--- src/rtl/pm_ctrl_pkg.sv ---
// Shared definitions for the program-memory load arbiter.
// Contents: FSM state encoding, default address/data widths, and the
// last-address constant used for wrap detection at the default width.
package pm_ctrl_pkg;

  localparam int unsigned PM_ADDR_W = 8;
  localparam int unsigned PM_DATA_W = 8;

  // Highest program-memory address at the default width (2^PM_ADDR_W - 1).
  localparam logic [PM_ADDR_W-1:0] PM_LAST_ADDR = '1;

  typedef enum logic [1:0] {
    ST_LOAD  = 2'd0,
    ST_START = 2'd1,
    ST_RUN   = 2'd2
  } pm_state_t;

endpackage

--- src/rtl/pm_load_counter.sv ---
// Write-pointer and word counter for program-memory loads.
// Ports:
//   clk, reset_n   : clock, asynchronous active-low reset
//   inc_en         : an accepted load beat; advances wr_ptr and load_cnt
//   load_en        : restart a load at load_addr with load_cnt cleared
//   load_addr      : start address for a restarted load
//   wr_ptr         : current program-memory write address
//   load_cnt       : words accepted in the current/most recent load
//   wrap           : inc_en while wr_ptr sits at the last address
module pm_load_counter
  import pm_ctrl_pkg::*;
#(
  parameter int unsigned ADDR_W = PM_ADDR_W
) (
  input  logic              clk,
  input  logic              reset_n,
  input  logic              inc_en,
  input  logic              load_en,
  input  logic [ADDR_W-1:0] load_addr,
  output logic [ADDR_W-1:0] wr_ptr,
  output logic [ADDR_W:0]   load_cnt,
  output logic              wrap
);

  localparam logic [ADDR_W-1:0] LAST_ADDR = '1;

  logic [ADDR_W-1:0] wr_ptr_q, wr_ptr_d;
  logic [ADDR_W:0]   load_cnt_q, load_cnt_d;

  always_comb begin
    wr_ptr_d   = wr_ptr_q;
    load_cnt_d = load_cnt_q;
    if (load_en) begin
      wr_ptr_d   = load_addr;
      load_cnt_d = '0;
    end else if (inc_en) begin
      // Pointer wraps naturally modulo 2^ADDR_W.
      wr_ptr_d   = wr_ptr_q + {{(ADDR_W-1){1'b0}}, 1'b1};
      load_cnt_d = load_cnt_q + {{ADDR_W{1'b0}}, 1'b1};
    end
  end

  always_ff @(posedge clk or negedge reset_n) begin
    if (!reset_n) begin
      wr_ptr_q   <= '0;
      load_cnt_q <= '0;
    end else begin
      wr_ptr_q   <= wr_ptr_d;
      load_cnt_q <= load_cnt_d;
    end
  end

  assign wr_ptr   = wr_ptr_q;
  assign load_cnt = load_cnt_q;
  assign wrap     = inc_en && (wr_ptr_q == LAST_ADDR);

endmodule

--- src/rtl/pm_load_arbiter.sv ---
// Program-memory port arbiter between a host image loader and the program
// sequencer. Holds the CPU in sequencer reset while an image is streamed in
// from address 0, releases it after one START cycle, and re-enters load mode
// at dbg_addr on a debug request from RUN.
// Optional feature: define PM_LOAD_CHECKSUM_EN to enable the running
// additive checksum of accepted words; otherwise chksum is tied to 0.
// Ports:
//   clk, reset_n          : clock, asynchronous active-low reset
//   ld_valid/ld_ready     : host word handshake (ld_data, ld_last)
//   dbg_req, dbg_addr     : reload request and its start address
//   cpu_pm_addr           : sequencer fetch address
//   cpu_hold              : sequencer sync_reset (registered)
//   pm_addr/pm_wdata/pm_we: program-memory port (combinational)
//   load_cnt, ovf, chksum : load status
module pm_load_arbiter
  import pm_ctrl_pkg::*;
#(
  parameter int unsigned ADDR_W = PM_ADDR_W,
  parameter int unsigned DATA_W = PM_DATA_W
) (
  input  logic              clk,
  input  logic              reset_n,
  input  logic              ld_valid,
  output logic              ld_ready,
  input  logic [DATA_W-1:0] ld_data,
  input  logic              ld_last,
  input  logic              dbg_req,
  input  logic [ADDR_W-1:0] dbg_addr,
  input  logic [ADDR_W-1:0] cpu_pm_addr,
  output logic              cpu_hold,
  output logic [ADDR_W-1:0] pm_addr,
  output logic [DATA_W-1:0] pm_wdata,
  output logic              pm_we,
  output logic [ADDR_W:0]   load_cnt,
  output logic              ovf,
  output logic [DATA_W-1:0] chksum
);

  pm_state_t         state_q;
  logic              cpu_hold_q;
  logic              ovf_q;
  logic              in_load;
  logic              accept;
  logic              reload;
  logic              wrap;
  logic [ADDR_W-1:0] wr_ptr;

  assign in_load = (state_q == ST_LOAD);
  assign accept  = in_load && ld_valid;
  assign reload  = (state_q == ST_RUN) && dbg_req;

  pm_load_counter #(
    .ADDR_W(ADDR_W)
  ) u_cnt (
    .clk      (clk),
    .reset_n  (reset_n),
    .inc_en   (accept),
    .load_en  (reload),
    .load_addr(dbg_addr),
    .wr_ptr   (wr_ptr),
    .load_cnt (load_cnt),
    .wrap     (wrap)
  );

  // cpu_hold is registered with the state so it is high in LOAD and START.
  always_ff @(posedge clk or negedge reset_n) begin
    if (!reset_n) begin
      state_q    <= ST_LOAD;
      cpu_hold_q <= 1'b1;
      ovf_q      <= 1'b0;
    end else begin
      case (state_q)
        ST_LOAD: begin
          if (accept && (ld_last || wrap)) begin
            state_q <= ST_START;
            // ld_last on the wrapping beat is a complete image, not overflow.
            if (!ld_last) ovf_q <= 1'b1;
          end
          cpu_hold_q <= 1'b1;
        end
        ST_START: begin
          state_q    <= ST_RUN;
          cpu_hold_q <= 1'b0;
        end
        ST_RUN: begin
          if (dbg_req) begin
            state_q    <= ST_LOAD;
            cpu_hold_q <= 1'b1;
          end
        end
        default: begin
          state_q    <= ST_LOAD;
          cpu_hold_q <= 1'b1;
        end
      endcase
    end
  end

  assign cpu_hold = cpu_hold_q;
  assign ovf      = ovf_q;
  assign ld_ready = in_load;
  assign pm_we    = accept;
  assign pm_addr  = in_load ? wr_ptr : cpu_pm_addr;
  assign pm_wdata = in_load ? ld_data : '0;

`ifdef PM_LOAD_CHECKSUM_EN
  logic [DATA_W-1:0] chk_q;

  always_ff @(posedge clk or negedge reset_n) begin
    if (!reset_n) begin
      chk_q <= '0;
    end else if (reload) begin
      chk_q <= '0;
    end else if (accept) begin
      chk_q <= chk_q + ld_data;
    end
  end

  assign chksum = chk_q;
`else
  assign chksum = '0;
`endif

endmodule

--- config.mk ---
export PLATFORM = sky130hd
export DESIGN_NAME = pm_load_arbiter
export DESIGN_NICKNAME = d
export VERILOG_FILES = /design/src/rtl/pm_ctrl_pkg.sv /design/src/rtl/pm_load_counter.sv /design/src/rtl/pm_load_arbiter.sv
export SDC_FILE = /design/constraint.sdc
export NUM_CORES = 1
export LEC_CHECK = 0
export ABC_AREA = 1
export CORE_UTILIZATION = 25
export CTS_BUF_LIST = sky130_fd_sc_hd__clkbuf_2 sky130_fd_sc_hd__clkbuf_4 sky130_fd_sc_hd__clkbuf_8
export DETAILED_ROUTE_END_ITERATION = 8
export HOLD_SLACK_MARGIN = 0.05
export SYNTH_ARGS = -nofsm -noshare
export SYNTH_HDL_FRONTEND = slang
export SYNTH_HIERARCHICAL = 1
export SYNTH_SLANG_ARGS = --single-unit
--- constraint.sdc ---
create_clock -name clk -period 3 [get_ports clk]
set_input_delay 0.6 -clock clk [delete_from_list [all_inputs] [get_ports clk]]
set_output_delay 0.6 -clock clk [all_outputs]
set_load 0.05 [all_outputs]
==> impl_results.md <==
* Max Clock Freq at 386 MHz
* Deepest level of the CTS H-tree at 1
* Time the worst path needs with I/O delays and setup at approximately 2600 ps
* Path category of the worst min-delay check: flop to flop
* Post-detailed-route wirelength per cell at 11.0 um
* Post-cts hold buffer count at 0
* Standard-cell rows at 27
* Setup TNS at 0 ps
* Arr. time, crit path at between 1500 and 2000 ps
* Total power per unit cell area at roughly 740 nW/um^2
* Area inside the core boundary at ~5600 um^2
* Ranking of synthesized cells by area: sky130_fd_sc_hd__dfrtp_1 (34%), sky130_fd_sc_hd__nand2_1 (17%), sky130_fd_sc_hd__inv_1 (7.4%)
* Transition time at the pin with the least slew margin at 507 ps
* Effective utilization at floorplan at 26.3%
* DRT antenna net count at 0
* Area grow syn2layout at 45.4%
* Maximum capacitance violations at 0
* Die Area at approximately 6200 um^2
* Pin count of the biggest net entering global routing at 22
* Synthesized cell area at 1470 um^2
* Launch point of the critical path: ld_data[7]
* Largest fanout on the critical path at 1
* Gp weighted congestion at ~0.79
* Die Ht at about 80 um
* Total leakage power at 1.01 nW
* RSZ-0062 raised after global routing: false
* Number of setup violations in the final report at 0
* Proportion of layout cells with a drive suffix above 1 at between 10% and 20%
* End of the critical path: pm_wdata[7]
* Result of the run: finished clean
* Number of cells after detailed placement at 334
* Horizontal extent of the die at between 70 and 80 um
* Worst R2R Start: state_q[0]
* Final std cells w/o fill at 338
* GR Overflow Total at 0
* Count of final hold-check violations at 0
* Initial antenna violation count at 0
* I/O Pins at 66
* Share of the yosys chip area belonging to registers at between 30% and 40%
* Hold slack at 479 ps
* Capture point of the worst reg-to-reg path: u_cnt/load_cnt[3]
* Post-detail-place hpwl at between 2000 and 3000 um
* Count of synthesis-stage warnings from yosys at 6
* Mapped Avg Cell Area at slightly above 7 um^2
* Nature of the critical path startpoint: input pin
* Worst setup skew after layout at between 1.5 and 2 ps
* Post-CTS clock slew at the launch and capture registers of the worst setup and hold paths at around 80 ps
* Detailed-route vias per instance at ~4.3
* Class of the most critical setup path: input pin to output port
* Clock sink total at 21
* Tot GR Track Use at around 13%
* Antenna diodes at 0
* Number of distinct library cells after synthesis at 29
* Post-synth top area share at 34.0%
* Iteration-0 DRC count of the detailed router at between 40 and 50
* Count of mapped cells out of synthesis at just over 200
* Clock buffer depth at 2
* Max transition margin at between 60% and 70%
* Routed wire length at between 3000 and 4000 um
* Wire length of the first global-routing pass at approximately 6200 um
* Reg2reg setup slack at around 1200 ps
* Total clock buffers created by CTS at 3
* Number of buffers added for setup after CTS at 0
* Overall via count from detail_route at 1463
* Net count of the finished layout at just under 300
* Cts repair resizes at 0
* Buffer cell driving the clock tree root: sky130_fd_sc_hd__clkbuf_8
* Share of the cycle needed by the critical path after routing at between 80% and 90%
* Data required time at the worst endpoint at 2400 ps
* DRT Pass-1 Iters at 4
* Number of remaining DRC errors at 0
* Worst VDD drop at 382 uV
* Via count of the first global-routing pass at about 1.4k
* Critical Path End Type: output port
* Core Util, Final at between 30% and 40%
* Number of input and output port buffers inserted at 57
* Flop and latch count out of synthesis at 21
* Cell depth of the worst flop-to-flop path at 9
* Insertion delay of the later-clocked pin in the worst-skew pair at approximately 260 ps
* Count of final max-slew check failures at 0
* Clock tree from TritonCTS: yes
* Cell type contributing the most total cell area after synthesis: sky130_fd_sc_hd__dfrtp_1
* Commonest non-fill, non-tap cells in the layout: sky130_fd_sc_hd__nand2_1 (68), sky130_fd_sc_hd__clkdlybuf4s50_1 (56), sky130_fd_sc_hd__inv_1 (29), sky130_fd_sc_hd__dfrtp_1 (20), sky130_fd_sc_hd__nor2_1 (19)
* Most frequent standard cell in the layout excluding fill and tap cells: sky130_fd_sc_hd__nand2_1
==> routing by layer <==
layer  vias to the layer above  global-route usage, %  routed length, um
met2                        44                   21.4               1760
met5                         -                      0                  0
met4                         0                   4.44                 40
met3                         4                   2.30                187
met1                       663                   16.0               1730
li1                        752                      -                  -
==> state kept, by name, indices dropped and copies added (netlist names) <==
name	flops
u_cnt/wr_ptr	8
ovf	1
state_q	2
u_cnt/load_cnt	9
cpu_hold	1
==> worst max-delay path, stage by stage <==
cell	delay, ps
sky130_fd_sc_hd__clkdlybuf4s50_1	450
sky130_fd_sc_hd__inv_1	40
sky130_fd_sc_hd__nor2_1	90
sky130_fd_sc_hd__clkdlybuf4s50_1	810
==> Yosys cell counts (all sizes together) <==
master   n
nand3   15
a22o     1
a21oi    4
nor4     1
a22oi    5
ha       2
dfstp    1
inv     32
xor2     3
buf     13
nand2   69
conb     1
o21ai    6
nor3     3
dfrtp   20
nor3b    1
nor2    23
nand4    7
==> power breakdown <==
part           internal, mW  switching (mW)
clock                0.0928          0.0998
sequential            0.366           0.115
combinational         0.316           0.595
total                 0.775           0.810
==> cell type report <==
class | instances | area [um^2]
multi-input cells | 148 | 747
repair buffers | 61 | 611
clock buffers | 3 | 41.3
fillers | 598 | 3460
well taps | 72 | 90.1
inverters | 32 | 123
clock inverters | 1 | 5.00
flip-flops and latches | 21 | 527
==> cells by family after synthesis <==
logic type | count (synthesis) | share of synthesized area, %
fa+ha+maj | 2 | 1.70
compound gates | 16 | 8.15
buf+inv | 45 | 15.7
flops | 21 | 35.7
simple gates | 119 | 36.7
xor+xnor | 3 | 1.78
other cells | 1 | 0.254
==> stage by stage <==
stage          power, mW  setup slack, ps  cell area (um^2)
6_report            1.58              410              2140
5_1_grt             1.69              319              2140
4_1_cts             1.61              393              2140
3_5_place_dp        1.40              404              2100
3_3_place_gp        1.39              394              2100
2_1_floorplan       1.11              624              1500
==> worst min path at each step <==
stage | start | to | slack [ps] | cells past startpoint
detailed placement | ovf | ovf | 460 | 2
CTS | ovf | ovf | 480 | 2
finish | ovf | ovf | 480 | 2
global placement | ovf | ovf | 450 | 2
global route | ovf | ovf | 520 | 2
floorplan | reset_n | ovf | 300 | 0
(Power assumes the default switching activity.)
